<file path="src/rtl/id_fetch_arbiter.sv">
// Round-robin arbiter sharing the decode register between fetch and injection.
// Multi-beat packets lock the winning source until their last beat.
module id_fetch_arbiter #(
  parameter int DATA_W   = 64,
  parameter int MAX_LOCK = 16
) (
  input  logic              clk_i,
  input  logic              rst_ni,
  input  logic              flush_i,
  input  logic              req0_valid_i,
  input  logic [DATA_W-1:0] req0_data_i,
  input  logic              req0_last_i,
  output logic              req0_ready_o,
  input  logic              req1_valid_i,
  input  logic [DATA_W-1:0] req1_data_i,
  input  logic              req1_last_i,
  output logic              req1_ready_o,
  output logic              dec_valid_o,
  output logic [DATA_W-1:0] dec_data_o,
  output logic              dec_src_o,
  input  logic              dec_ack_i,
  output logic              lock_err_o
);

  localparam int CW = $clog2(MAX_LOCK + 1);
  localparam logic [CW-1:0] CMAX = CW'(MAX_LOCK);

  localparam logic [1:0] LK_NONE = 2'd0;
  localparam logic [1:0] LK_S0   = 2'd1;
  localparam logic [1:0] LK_S1   = 2'd2;

  logic              valid_q, valid_d;
  logic [DATA_W-1:0] data_q, data_d;
  logic              src_q, src_d;
  logic [1:0]        lock_q, lock_d;
  logic              rr_q, rr_d;
  logic [CW-1:0]     cnt_q, cnt_d;
  logic              err_q, err_d;

  logic              space;
  logic [1:0]        gnt;
  logic              gsrc;
  logic              glast;
  logic [DATA_W-1:0] gdata;
  logic              other_v;

  assign space = !valid_q || dec_ack_i;

  always_comb begin
    gnt = 2'b00;
    if (rst_ni && space && !flush_i) begin
      unique case (lock_q)
        LK_S0: gnt[0] = req0_valid_i;
        LK_S1: gnt[1] = req1_valid_i;
        default: begin
          if (req0_valid_i && req1_valid_i) begin
            gnt[0] = rr_q;
            gnt[1] = !rr_q;
          end else begin
            gnt = {req1_valid_i, req0_valid_i};
          end
        end
      endcase
    end
  end

  assign gsrc  = gnt[1];
  assign glast = gsrc ? req1_last_i : req0_last_i;
  assign gdata = gsrc ? req1_data_i : req0_data_i;

  // Valid of the source shut out by the current lock.
  always_comb begin
    other_v = 1'b0;
    unique case (lock_q)
      LK_S0:   other_v = req1_valid_i;
      LK_S1:   other_v = req0_valid_i;
      default: other_v = 1'b0;
    endcase
  end

  always_comb begin
    valid_d = valid_q;
    data_d  = data_q;
    src_d   = src_q;
    lock_d  = lock_q;
    rr_d    = rr_q;
    cnt_d   = cnt_q;
    err_d   = err_q;
    if (cnt_q == CMAX && other_v) begin
      err_d = 1'b1;
    end
    if (flush_i) begin
      valid_d = 1'b0;
      lock_d  = LK_NONE;
      cnt_d   = '0;
    end else if (|gnt) begin
      valid_d = 1'b1;
      data_d  = gdata;
      src_d   = gsrc;
      rr_d    = gsrc;
      if (glast) begin
        lock_d = LK_NONE;
        cnt_d  = '0;
      end else begin
        lock_d = gsrc ? LK_S1 : LK_S0;
        if (cnt_q != CMAX) begin
          cnt_d = cnt_q + 1'b1;
        end
      end
    end else if (dec_ack_i) begin
      valid_d = 1'b0;
    end
  end

  always_ff @(posedge clk_i) begin
    if (!rst_ni) begin
      valid_q <= 1'b0;
      data_q  <= '0;
      src_q   <= 1'b0;
      lock_q  <= LK_NONE;
      rr_q    <= 1'b1;
      cnt_q   <= '0;
      err_q   <= 1'b0;
    end else begin
      valid_q <= valid_d;
      data_q  <= data_d;
      src_q   <= src_d;
      lock_q  <= lock_d;
      rr_q    <= rr_d;
      cnt_q   <= cnt_d;
      err_q   <= err_d;
    end
  end

  assign req0_ready_o = gnt[0];
  assign req1_ready_o = gnt[1];
  assign dec_valid_o  = valid_q;
  assign dec_data_o   = data_q;
  assign dec_src_o    = src_q;
  assign lock_err_o   = err_q;

endmodule

</file>
<file path="config.mk">
export PLATFORM = sky130hd
export DESIGN_NAME = id_fetch_arbiter
export DESIGN_NICKNAME = d
export VERILOG_FILES = /design/src/rtl/id_fetch_arbiter.sv
export SDC_FILE = /design/constraint.sdc
export NUM_CORES = 1
export LEC_CHECK = 0
export CAP_MARGIN = 10
export CORE_MARGIN = 5
export CORE_UTILIZATION = 40
export CTS_CLUSTER_DIAMETER = 100
export DETAILED_ROUTE_END_ITERATION = 16
export PLACE_DENSITY = 0.86
export SLEW_MARGIN = 25
export SYNTH_ARGS = -nofsm -noshare
export SYNTH_HDL_FRONTEND = slang
export SYNTH_SLANG_ARGS = --single-unit
</file>
<file path="constraint.sdc">
create_clock -name clk_i -period 3.5 [get_ports clk_i]
set_input_delay 0.7 -clock clk_i [delete_from_list [all_inputs] [get_ports clk_i]]
set_output_delay 0.7 -clock clk_i [all_outputs]
set_load 0.05 [all_outputs]
</file>
==> results.toml, run 1 <==
[clock_network]
post_cts_resized = 0
worstSkewPairLatency_ps = 330
tritoncts_clock_tree = "done"
cts_hold_buf = 0
root_buffer_cell = "sky130_fd_sc_hd__clkbuf_8"
numClockSinks = 75
h-tree-depth = 3
max_root_sink_buffers = 2
clk_pin_slew_worst_paths_ps = 80
postCtsSetupBuffers = 0
tritoncts.num_buffers = 9

[synth]
post_synth_edffs = 0
yosys.area.top_type = "sky130_fd_sc_hd__dfxtp_1"
yosysWarnings = 0
post_synth.cell_area_avg_um2 = 7.791
syn_inst = 428
seq_cells_post_synth = 75
mappedNetlistArea_um2 = 3334
synthTopCellsByArea = "sky130_fd_sc_hd__dfxtp_1, sky130_fd_sc_hd__nand2_1, sky130_fd_sc_hd__a31oi_1, sky130_fd_sc_hd__o21ai_0, sky130_fd_sc_hd__buf_2"
yosysUniqueCellTypes = 39
mappedNetlistNets = 568
synth_top_cell_area_share_pct = 45.03
synth.yosys.seq_area_share_pct = 45.03
yosys_most_used_dff = "sky130_fd_sc_hd__dfxtp_1"
async_reset_ff_share_pct = 0

[power]
comb_power_share_pct = 25.7
pwr-share-clk_pct = 34.6
power_report.internal_total_w = 0.001665
power_density_over_the_cells_nw_per_um2 = 414.9
share_seq_of_total_power_pct = 39.7
power.ir.vdd_worst_uv = 299.0
p_switching_w = 0.0006758
switching_share_pct = 28.87
leakagePower_nw = 2.130
p_total_w = 0.002341

[sta]
final_max_slew_viol_count = 0
setup_viol = 0
grt_setup_unrepaired = "no"
layout_worst_path_cycle_share_pct = 81.11
timing.setup.tns_ps = 0
max_slew_margin_pct = 62.92
period_needed_ps = 2839
clock_skew_ps = 9.284
clock.fmax_mhz = 352.3
report.final.hold_viol_count = 0
worst_pin_slew_ps = 554.4

[setup_path]
r2r-start = "lock_q[0]"
end_kind = "primary output"
worst-path-max-fanout = 8
worst-endpoint-required_ps = 2800
start_kind = "input pin"
crit_path_start = "flush_i"
critical_path_arrival_ps = 2140
path_class = "in -> out"

[global_route]
grt_pass1_wl_mm = 18.03
maximum_number_of_pins_on_one_net_before_global_route_repair = 68
grt.busiest_layer = "met2"
globalRouteMet1Util_pct = 24.02
initial_antenna_violation_count = 0
globalRouteTotalUtil_pct = 21.70
use_met2_pct = 38.18
via_count_of_the_first_global_routing_pass = 3853
met3_usage_pct = 6.198
overflow_left_after_global_routing = 0

[floorplanning]
initial_utilization_pct = 40.79
fp.dieArea_um2 = 10260
fp-row-count = 33
die_w_um = 101.3
fp.dieH_um = 101.3
core_area_um2 = 8175
io_pins = 205

[routing]
num_vias = 3821
routed_wire_length_mm = 11.45
drt-pass1-iter-count = 4
drt-vias-per-instance = 5.278
drt.antenna.violating_nets = 0
drt_drc_violations_left = 0
routedWlPerCell_um = 15.81
drt_first_iter_violations = 119

[layout]
drive_gt1_share_pct = 5.816
layout.nets = 754
layout.cells.most_common = "sky130_fd_sc_hd__clkdlybuf4s50_1"
num_antenna_cells = 0
flow.area_growth_from_synthesis_pct = 69.23
layout.cells.most_common_list = "sky130_fd_sc_hd__clkdlybuf4s50_1, sky130_fd_sc_hd__nand2_1, sky130_fd_sc_hd__dfxtp_1"

[job]
drv.max_cap_violation_count = 0

[place]
buffer_ports.inserted = 204
finalWeightedCongestion = 0.7591
dp_hpwl_mm = 8.381

[hold_path]
worst_hold_start = "lock_err_o"
min_path_type = "reg -> reg"

[run_status]
run_status = "finished, final reports clean"
metrics by stage:
stage | area, µm² | util (%) | setup WS (ps) | instances | hold WS (ps)
finish | 5643 | 69.02 | 661.1 | 724 | 466.6
CTS | 5643 | 69.02 | 648.2 | 724 | 472.1
detailed placement | 5401 | 66.07 | 674.0 | 708 | 455.2
global placement | 5401 | 66.07 | 698.7 | 708 | 446.4
global route | 5643 | 69.02 | 580.4 | 724 | 508.7
floorplan | 3334 | - | 1093 | 428 | 458.1
worst max-delay path: stages:
cell	delay, ps
sky130_fd_sc_hd__clkdlybuf4s50_1	420
sky130_fd_sc_hd__nand2b_1	330
sky130_fd_sc_hd__nor4_4	490
sky130_fd_sc_hd__buf_12	190
final timing paths:
path | endpoint | slack [ps] | cells after the start
worst max-delay path | req0_ready_o | 660 | 4
worst min-delay path | lock_err_o | 470 | 1
worst max register to register | dec_data_o[20] | 1240 | 7
worst min register to register | lock_err_o | 470 | 1
cell type report:
class	count	area [µm²]
Multi-Input combinational cell	310	1629
Inverter	6	22.52
Clock inverter	5	100.1
Clock buffer	11	141.4
Tap cell	105	131.4
Fill cell	649	2532
Timing Repair Buffer	212	2117
Sequential cell	75	1501
synth_stat cells (2+ instances only):
library cell and count:
sky130_fd_sc_hd__a21oi_1 6, sky130_fd_sc_hd__a31oi_1 66, sky130_fd_sc_hd__buf_2 14, sky130_fd_sc_hd__buf_4 3, sky130_fd_sc_hd__buf_6 4, sky130_fd_sc_hd__clkbuf_1 16
sky130_fd_sc_hd__dfxtp_1 75, sky130_fd_sc_hd__ha_1 4, sky130_fd_sc_hd__inv_1 5, sky130_fd_sc_hd__nand2_1 129, sky130_fd_sc_hd__nand2b_1 3, sky130_fd_sc_hd__nand3_1 5
sky130_fd_sc_hd__nor2_1 2, sky130_fd_sc_hd__nor2b_1 3, sky130_fd_sc_hd__o21ai_0 68, sky130_fd_sc_hd__or3_1 2
logic make-up (layout without fill, tap and decap cells):
logic type      after synthesis  in the layout  share of synthesized area (%)
fa+ha+maj                     4              4                          1.501
buf+inv                      43            234                          6.604
flops                        75             75                          45.03
simple gates                151            151                          19.21
compound gates              154            154                          27.32
mux                           1              1                         0.3377
power groups by stage:
stage                     combinational [W]  sequential [W]  clock [W]
after floorplan                    0.000141         0.00112          0
after global placement             0.000593        0.000947          0
after detailed placement           0.000602        0.000949          0
after CTS                          0.000605        0.000930   0.000823
after global routing               0.000639        0.000937   0.000864
final                              0.000602        0.000930   0.000809
state kept, by name, indices dropped and copies added (netlist names):
| register | cells |
|---|---|
| cnt_q | 5 |
| rr_q | 1 |
| dec_data_o | 64 |
| dec_src_o | 1 |
| dec_valid_o | 1 |
| lock_err_o | 1 |
| lock_q | 2 |
layer usage:
| metal | share of wire (%) | wire length [µm] |
|---|---|---|
| met1 | 39 | 4465 |
| met2 | 48 | 5515 |
| met3 | 9.4 | 1080 |
| met4 | 3.4 | 386 |
| met5 | 0 | 0 |
(Power assumes the default switching activity.)
==> inputs of run 2 (changes only) <==
--- a/config.mk
+++ b/config.mk
@@ -7,10 +7,10 @@
 export LEC_CHECK = 0
 export CAP_MARGIN = 10
 export CORE_MARGIN = 5
-export CORE_UTILIZATION = 40
+export CORE_UTILIZATION = 37
 export CTS_CLUSTER_DIAMETER = 100
 export DETAILED_ROUTE_END_ITERATION = 16
-export PLACE_DENSITY = 0.86
+export PLACE_DENSITY = 0.8
 export SLEW_MARGIN = 25
 export SYNTH_ARGS = -nofsm -noshare
 export SYNTH_HDL_FRONTEND = slang
==> constraint.sdc (replaced) <==
create_clock -name clk_i -period 2.9 [get_ports clk_i]
set_input_delay 0.58 -clock clk_i [delete_from_list [all_inputs] [get_ports clk_i]]
set_output_delay 0.58 -clock clk_i [all_outputs]
set_load 0.05 [all_outputs]
==> results.toml, run 2 (synthesis results as in run 1) <==
[run_status]
run_status = "finished, final reports clean"

[clock_network]
clk_pin_slew_worst_paths_ps = 80
cts_hold_buf = 0
max_root_sink_buffers = 2
postCtsSetupBuffers = 0
worstSkewPairLatency_ps = 330
numClockSinks = 75
tritoncts_clock_tree = "done"
post_cts_resized = 0
h-tree-depth = 3
tritoncts.num_buffers = 9
root_buffer_cell = "sky130_fd_sc_hd__clkbuf_8"

[setup_path]
timing.critical_path.slowest_cell_delay_ps = 390
cell_breakdown_of_the_critical_path = "inv_1 -> ha_1 -> and3b_2 -> nor4_4 -> buf_12"
critical_path_arrival_ps = 2000
crit_path_top_delay_cell = "sky130_fd_sc_hd__ha_1"
worst-endpoint-required_ps = 2320
end_kind = "primary output"
start_kind = "flop"
critical-path-top-delay-family = "simple AND/OR/NAND/NOR gates"
worst-path-max-fanout = 7
number_of_buffers_and_inverters_on_the_critical_path = 2
path_class = "reg -> out"

[sta]
report.final.hold_viol_count = 0
clock.fmax_mhz = 387.9
final_max_slew_viol_count = 0
layout_worst_path_cycle_share_pct = 88.89
timing.setup.tns_ps = 0
setup_viol = 0
max_slew_margin_pct = 62.71
period_needed_ps = 2578
worst_pin_slew_ps = 557.6
grt_setup_unrepaired = "no"
clock_skew_ps = 10.77

[layout]
layout.cells.most_common = "sky130_fd_sc_hd__clkdlybuf4s50_1"
largest_reg_flops = 64
flow.area_growth_from_synthesis_pct = 71.18
layout.nets = 756
drive_gt1_share_pct = 6.119
layout.cells.most_common_list = "sky130_fd_sc_hd__clkdlybuf4s50_1, sky130_fd_sc_hd__nand2_1, sky130_fd_sc_hd__dfxtp_1"
num_antenna_cells = 0

[global_route]
initial_antenna_violation_count = 0
maximum_number_of_pins_on_one_net_before_global_route_repair = 86
via_count_of_the_first_global_routing_pass = 3824
overflow_left_after_global_routing = 0
grt_pass1_wl_mm = 18.51
globalRouteTotalUtil_pct = 20.05

[routing]
routed_wire_length_mm = 11.54
drt_drc_violations_left = 0
drt-vias-per-instance = 5.244
drt-pass1-iter-count = 5
drt.antenna.violating_nets = 0
num_vias = 3823
routedWlPerCell_um = 15.82
drt_first_iter_violations = 161

[place]
finalWeightedCongestion = 0.8039
dp_hpwl_mm = 8.627
buffer_ports.inserted = 204

[floorplanning]
fp.dieArea_um2 = 11010
io_pins = 205
core_area_um2 = 8763
initial_utilization_pct = 38.05
fp-row-count = 34
fp.dieH_um = 104.9
die_w_um = 104.9

[power]
leakagePower_nw = 2.157
p_total_w = 0.002937
power_density_over_the_cells_nw_per_um2 = 514.6
power.ir.vdd_worst_uv = 265.1

[hold_path]
min_path_type = "reg -> reg"

[job]
drv.max_cap_violation_count = 0
==> run 2: changes by cell type in the layout (fill, tap and decap cells not counted) <==
cell / previous run / this run
sky130_fd_sc_hd__buf_4: 8 / 9
sky130_fd_sc_hd__clkbuf_8: 10 / 11
sky130_fd_sc_hd__buf_12: 2 / 3
sky130_fd_sc_hd__bufinv_16: 3 / 4
sky130_fd_sc_hd__clkinv_2: 2 / 0
==> run 2: report_power, final <==
part | leakage, nW | internal (W) | switching, W
combinational | 1.41 | 0.000328 | 0.000404
sequential | 0.615 | 0.00109 | 0.0000311
clock | 0.137 | 0.000707 | 0.000375
==> run 2: worst reg2reg max path, stage by stage, from the launching register on <==
cell and delay [ps]:
sky130_fd_sc_hd__dfxtp_1 370, sky130_fd_sc_hd__inv_1 60, sky130_fd_sc_hd__ha_1 420, sky130_fd_sc_hd__o21ai_1 200
sky130_fd_sc_hd__a211oi_4 330, sky130_fd_sc_hd__buf_4 420, sky130_fd_sc_hd__o21ai_0 170, sky130_fd_sc_hd__a31oi_1 180
==> run 2: layout make-up <==
cell class,instances,area [µm²]
tap,108,135.1
inverter,6,22.52
clock buffer,12,155.1
sequential,75,1501
timing repair buffer,214,2145
fill,745,3055
clock inverter,4,120.1
multi-input combinational,310,1629
==> run 2: worst paths after layout <==
check,startpoint,to,slack (ps),depth (start not counted)
max,lock_q[0],req0_ready_o,320,5
min reg2reg,lock_err_o,lock_err_o,480,1
max reg2reg,lock_q[0],dec_data_o[55],690,7
min,lock_err_o,lock_err_o,480,1
==> run 2: routing by layer <==
metal	GRT usage [%]	part of all wire (%)
met1	24.07	41
met2	33.90	49
met3	6.412	7.9
met4	6.575	1.8
met5	0	0
==> run 2: per-stage QoR <==
| stage | hold slack, ps | worst slack (ps) | util (%) | area, µm² | std cells |
|---|---|---|---|---|---|
| global route | 492.4 | 230.3 | 65.13 | 5708 | 729 |
| finish | 477.1 | 322.2 | 65.13 | 5708 | 729 |
| CTS | 480.6 | 317.9 | 65.13 | 5708 | 729 |
| detailed placement | 461.8 | 404.2 | 61.99 | 5433 | 713 |
| global placement | 457.1 | 486.3 | 61.99 | 5433 | 713 |
| floorplan | 458.1 | 659.2 | - | 3334 | 428 |
==> inputs of run 3 (changes only) <==
--- a/config.mk
+++ b/config.mk
@@ -7,11 +7,12 @@
 export LEC_CHECK = 0
 export CAP_MARGIN = 10
 export CORE_MARGIN = 5
-export CORE_UTILIZATION = 37
+export CORE_UTILIZATION = 29
 export CTS_CLUSTER_DIAMETER = 100
 export DETAILED_ROUTE_END_ITERATION = 16
-export PLACE_DENSITY = 0.8
+export PLACE_DENSITY = 0.65
 export SLEW_MARGIN = 25
 export SYNTH_ARGS = -nofsm -noshare
 export SYNTH_HDL_FRONTEND = slang
 export SYNTH_SLANG_ARGS = --single-unit
+export TNS_END_PERCENT = 50
==> results.toml, run 3 (synthesis results as in run 1) <==
[global_route]
overflow_left_after_global_routing = 0
maximum_number_of_pins_on_one_net_before_global_route_repair = 70
via_count_of_the_first_global_routing_pass = 3712
grt_pass1_wl_mm = 18.09
globalRouteTotalUtil_pct = 16.49
initial_antenna_violation_count = 0

[layout]
finalNonFillerCells = 762
largest_reg_flops = 64
drive_gt1_share_pct = 5.816
layout.nets = 754
finalInstanceArea_um2 = 5803
num_antenna_cells = 0
layout.cells.most_common = "sky130_fd_sc_hd__clkdlybuf4s50_1"
flow.area_growth_from_synthesis_pct = 74.03
layout.cells.most_common_list = "sky130_fd_sc_hd__clkdlybuf4s50_1, sky130_fd_sc_hd__nand2_1, sky130_fd_sc_hd__dfxtp_1"
finalCoreUtilization_pct = 51.26

[floorplanning]
io_pins = 205
initial_utilization_pct = 29.45
fp.dieH_um = 117.2
fp-row-count = 39
die_w_um = 117.2
core_area_um2 = 11320
fp.dieArea_um2 = 13740

[clock_network]
numClockSinks = 75
post_cts_resized = 0
cts_hold_buf = 0
tritoncts.num_buffers = 9
worstSkewPairLatency_ps = 330
max_root_sink_buffers = 2
postCtsSetupBuffers = 0
h-tree-depth = 3
root_buffer_cell = "sky130_fd_sc_hd__clkbuf_16"
clk_pin_slew_worst_paths_ps = 60
tritoncts_clock_tree = "done"

[job]
drv.max_cap_violation_count = 0

[setup_path]
worst-path-max-fanout = 7
critical-path-top-delay-family = "simple AND/OR/NAND/NOR gates"
start_kind = "flop"
timing.critical_path.slowest_cell_delay_ps = 390
end_kind = "primary output"
crit_path_top_delay_cell = "sky130_fd_sc_hd__ha_1"
cell_breakdown_of_the_critical_path = "inv_1 -> ha_1 -> and3b_2 -> nor4_4 -> buf_12"
number_of_buffers_and_inverters_on_the_critical_path = 2
path_class = "reg -> out"
critical_path_arrival_ps = 1910
worst-endpoint-required_ps = 2320

[sta]
final_max_slew_viol_count = 0
worst_pin_slew_ps = 603.5
layout_worst_path_cycle_share_pct = 86.02
setup_viol = 0
timing.setup.tns_ps = 0
grt_setup_unrepaired = "no"
period_needed_ps = 2494
max_slew_margin_pct = 59.77
report.final.hold_viol_count = 0
clock.fmax_mhz = 400.9
clock_skew_ps = 8.780

[routing]
num_vias = 3752
drt_first_iter_violations = 259
routedWlPerCell_um = 15.32
drt-vias-per-instance = 4.924
drt-pass1-iter-count = 4
routed_wire_length_mm = 11.67
drt_drc_violations_left = 0
drt.antenna.violating_nets = 0

[power]
leakagePower_nw = 2.172
switching_share_pct = 27.73
power.ir.vdd_worst_uv = 321.0
comb_power_share_pct = 23.7
pwr-share-clk_pct = 39.7
p_switching_w = 0.0008525
power_report.internal_total_w = 0.002222
p_total_w = 0.003074
share_seq_of_total_power_pct = 36.6
power_density_over_the_cells_nw_per_um2 = 529.7

[place]
finalWeightedCongestion = 0.8207
buffer_ports.inserted = 204
postPlaceCellArea_um2 = 5474
post-place-cells = 746
dp_hpwl_mm = 8.412

[run_status]
run_status = "finished, final reports clean"

[hold_path]
min_path_type = "reg -> reg"
-- run 3: cell types whose count changed in the layout (fill, tap and decap cells not counted) --
cell / delta
sky130_fd_sc_hd__buf_12: +1
sky130_fd_sc_hd__clkinv_2: +1
sky130_fd_sc_hd__buf_4: -3
sky130_fd_sc_hd__bufinv_16: -2
sky130_fd_sc_hd__clkbuf_16: +9
sky130_fd_sc_hd__clkbuf_8: -9
sky130_fd_sc_hd__clkinvlp_4: +1
-- run 3: worst paths after layout --
| path | startpoint | end | slack (ps) | depth (start not counted) |
|---|---|---|---|---|
| setup reg to reg | lock_q[0] | dec_data_o[16] | 830 | 7 |
| setup / recovery | lock_q[0] | req0_ready_o | 410 | 5 |
| hold reg to reg | lock_err_o | lock_err_o | 480 | 1 |
| hold / removal | lock_err_o | lock_err_o | 480 | 1 |
-- run 3: per-stage QoR --
stage / hold slack [ps] / setup slack, ps
after global routing: 519.0 / 272.4
after detailed placement: 465.1 / 493.3
after global placement: 452.7 / 503.2
after CTS: 478.2 / 374.6
after floorplan: 458.1 / 659.2
final: 475.6 / 405.5
-- run 3: power groups by stage --
stage,combinational [W],sequential (W),clock (W)
after floorplan,0.000170,0.00136,0
after global placement,0.000727,0.00114,0
after detailed placement,0.000732,0.00115,0
after CTS,0.000736,0.00112,0.00125
after global routing,0.000780,0.00113,0.00131
final,0.000730,0.00112,0.00122
-- run 3: area by class of cell --
cell class	count	area, µm²
Fill cell	1114	5518
Inverter	6	22.52
Multi-Input combinational cell	310	1629
Clock buffer	12	256.5
Sequential cell	75	1501
Tap cell	143	178.9
Clock inverter	4	72.57
Timing Repair Buffer	212	2142
-- run 3: worst register-to-register path, stage by stage (launching register included) --
cell	delay [ps]
sky130_fd_sc_hd__dfxtp_1	350
sky130_fd_sc_hd__inv_1	50
sky130_fd_sc_hd__ha_1	410
sky130_fd_sc_hd__o21ai_1	200
sky130_fd_sc_hd__a211oi_4	360
sky130_fd_sc_hd__buf_12	280
sky130_fd_sc_hd__o21ai_0	160
sky130_fd_sc_hd__a31oi_1	180
-- run 3: per-layer routing --
metal	GRT usage, %	share of wire, %	vias up
li1	-	-	1877
met1	20.24	42	1725
met2	26.92	48	138
met3	5.347	9.0	12
met4	6.193	1.3	0
met5	0	0	-
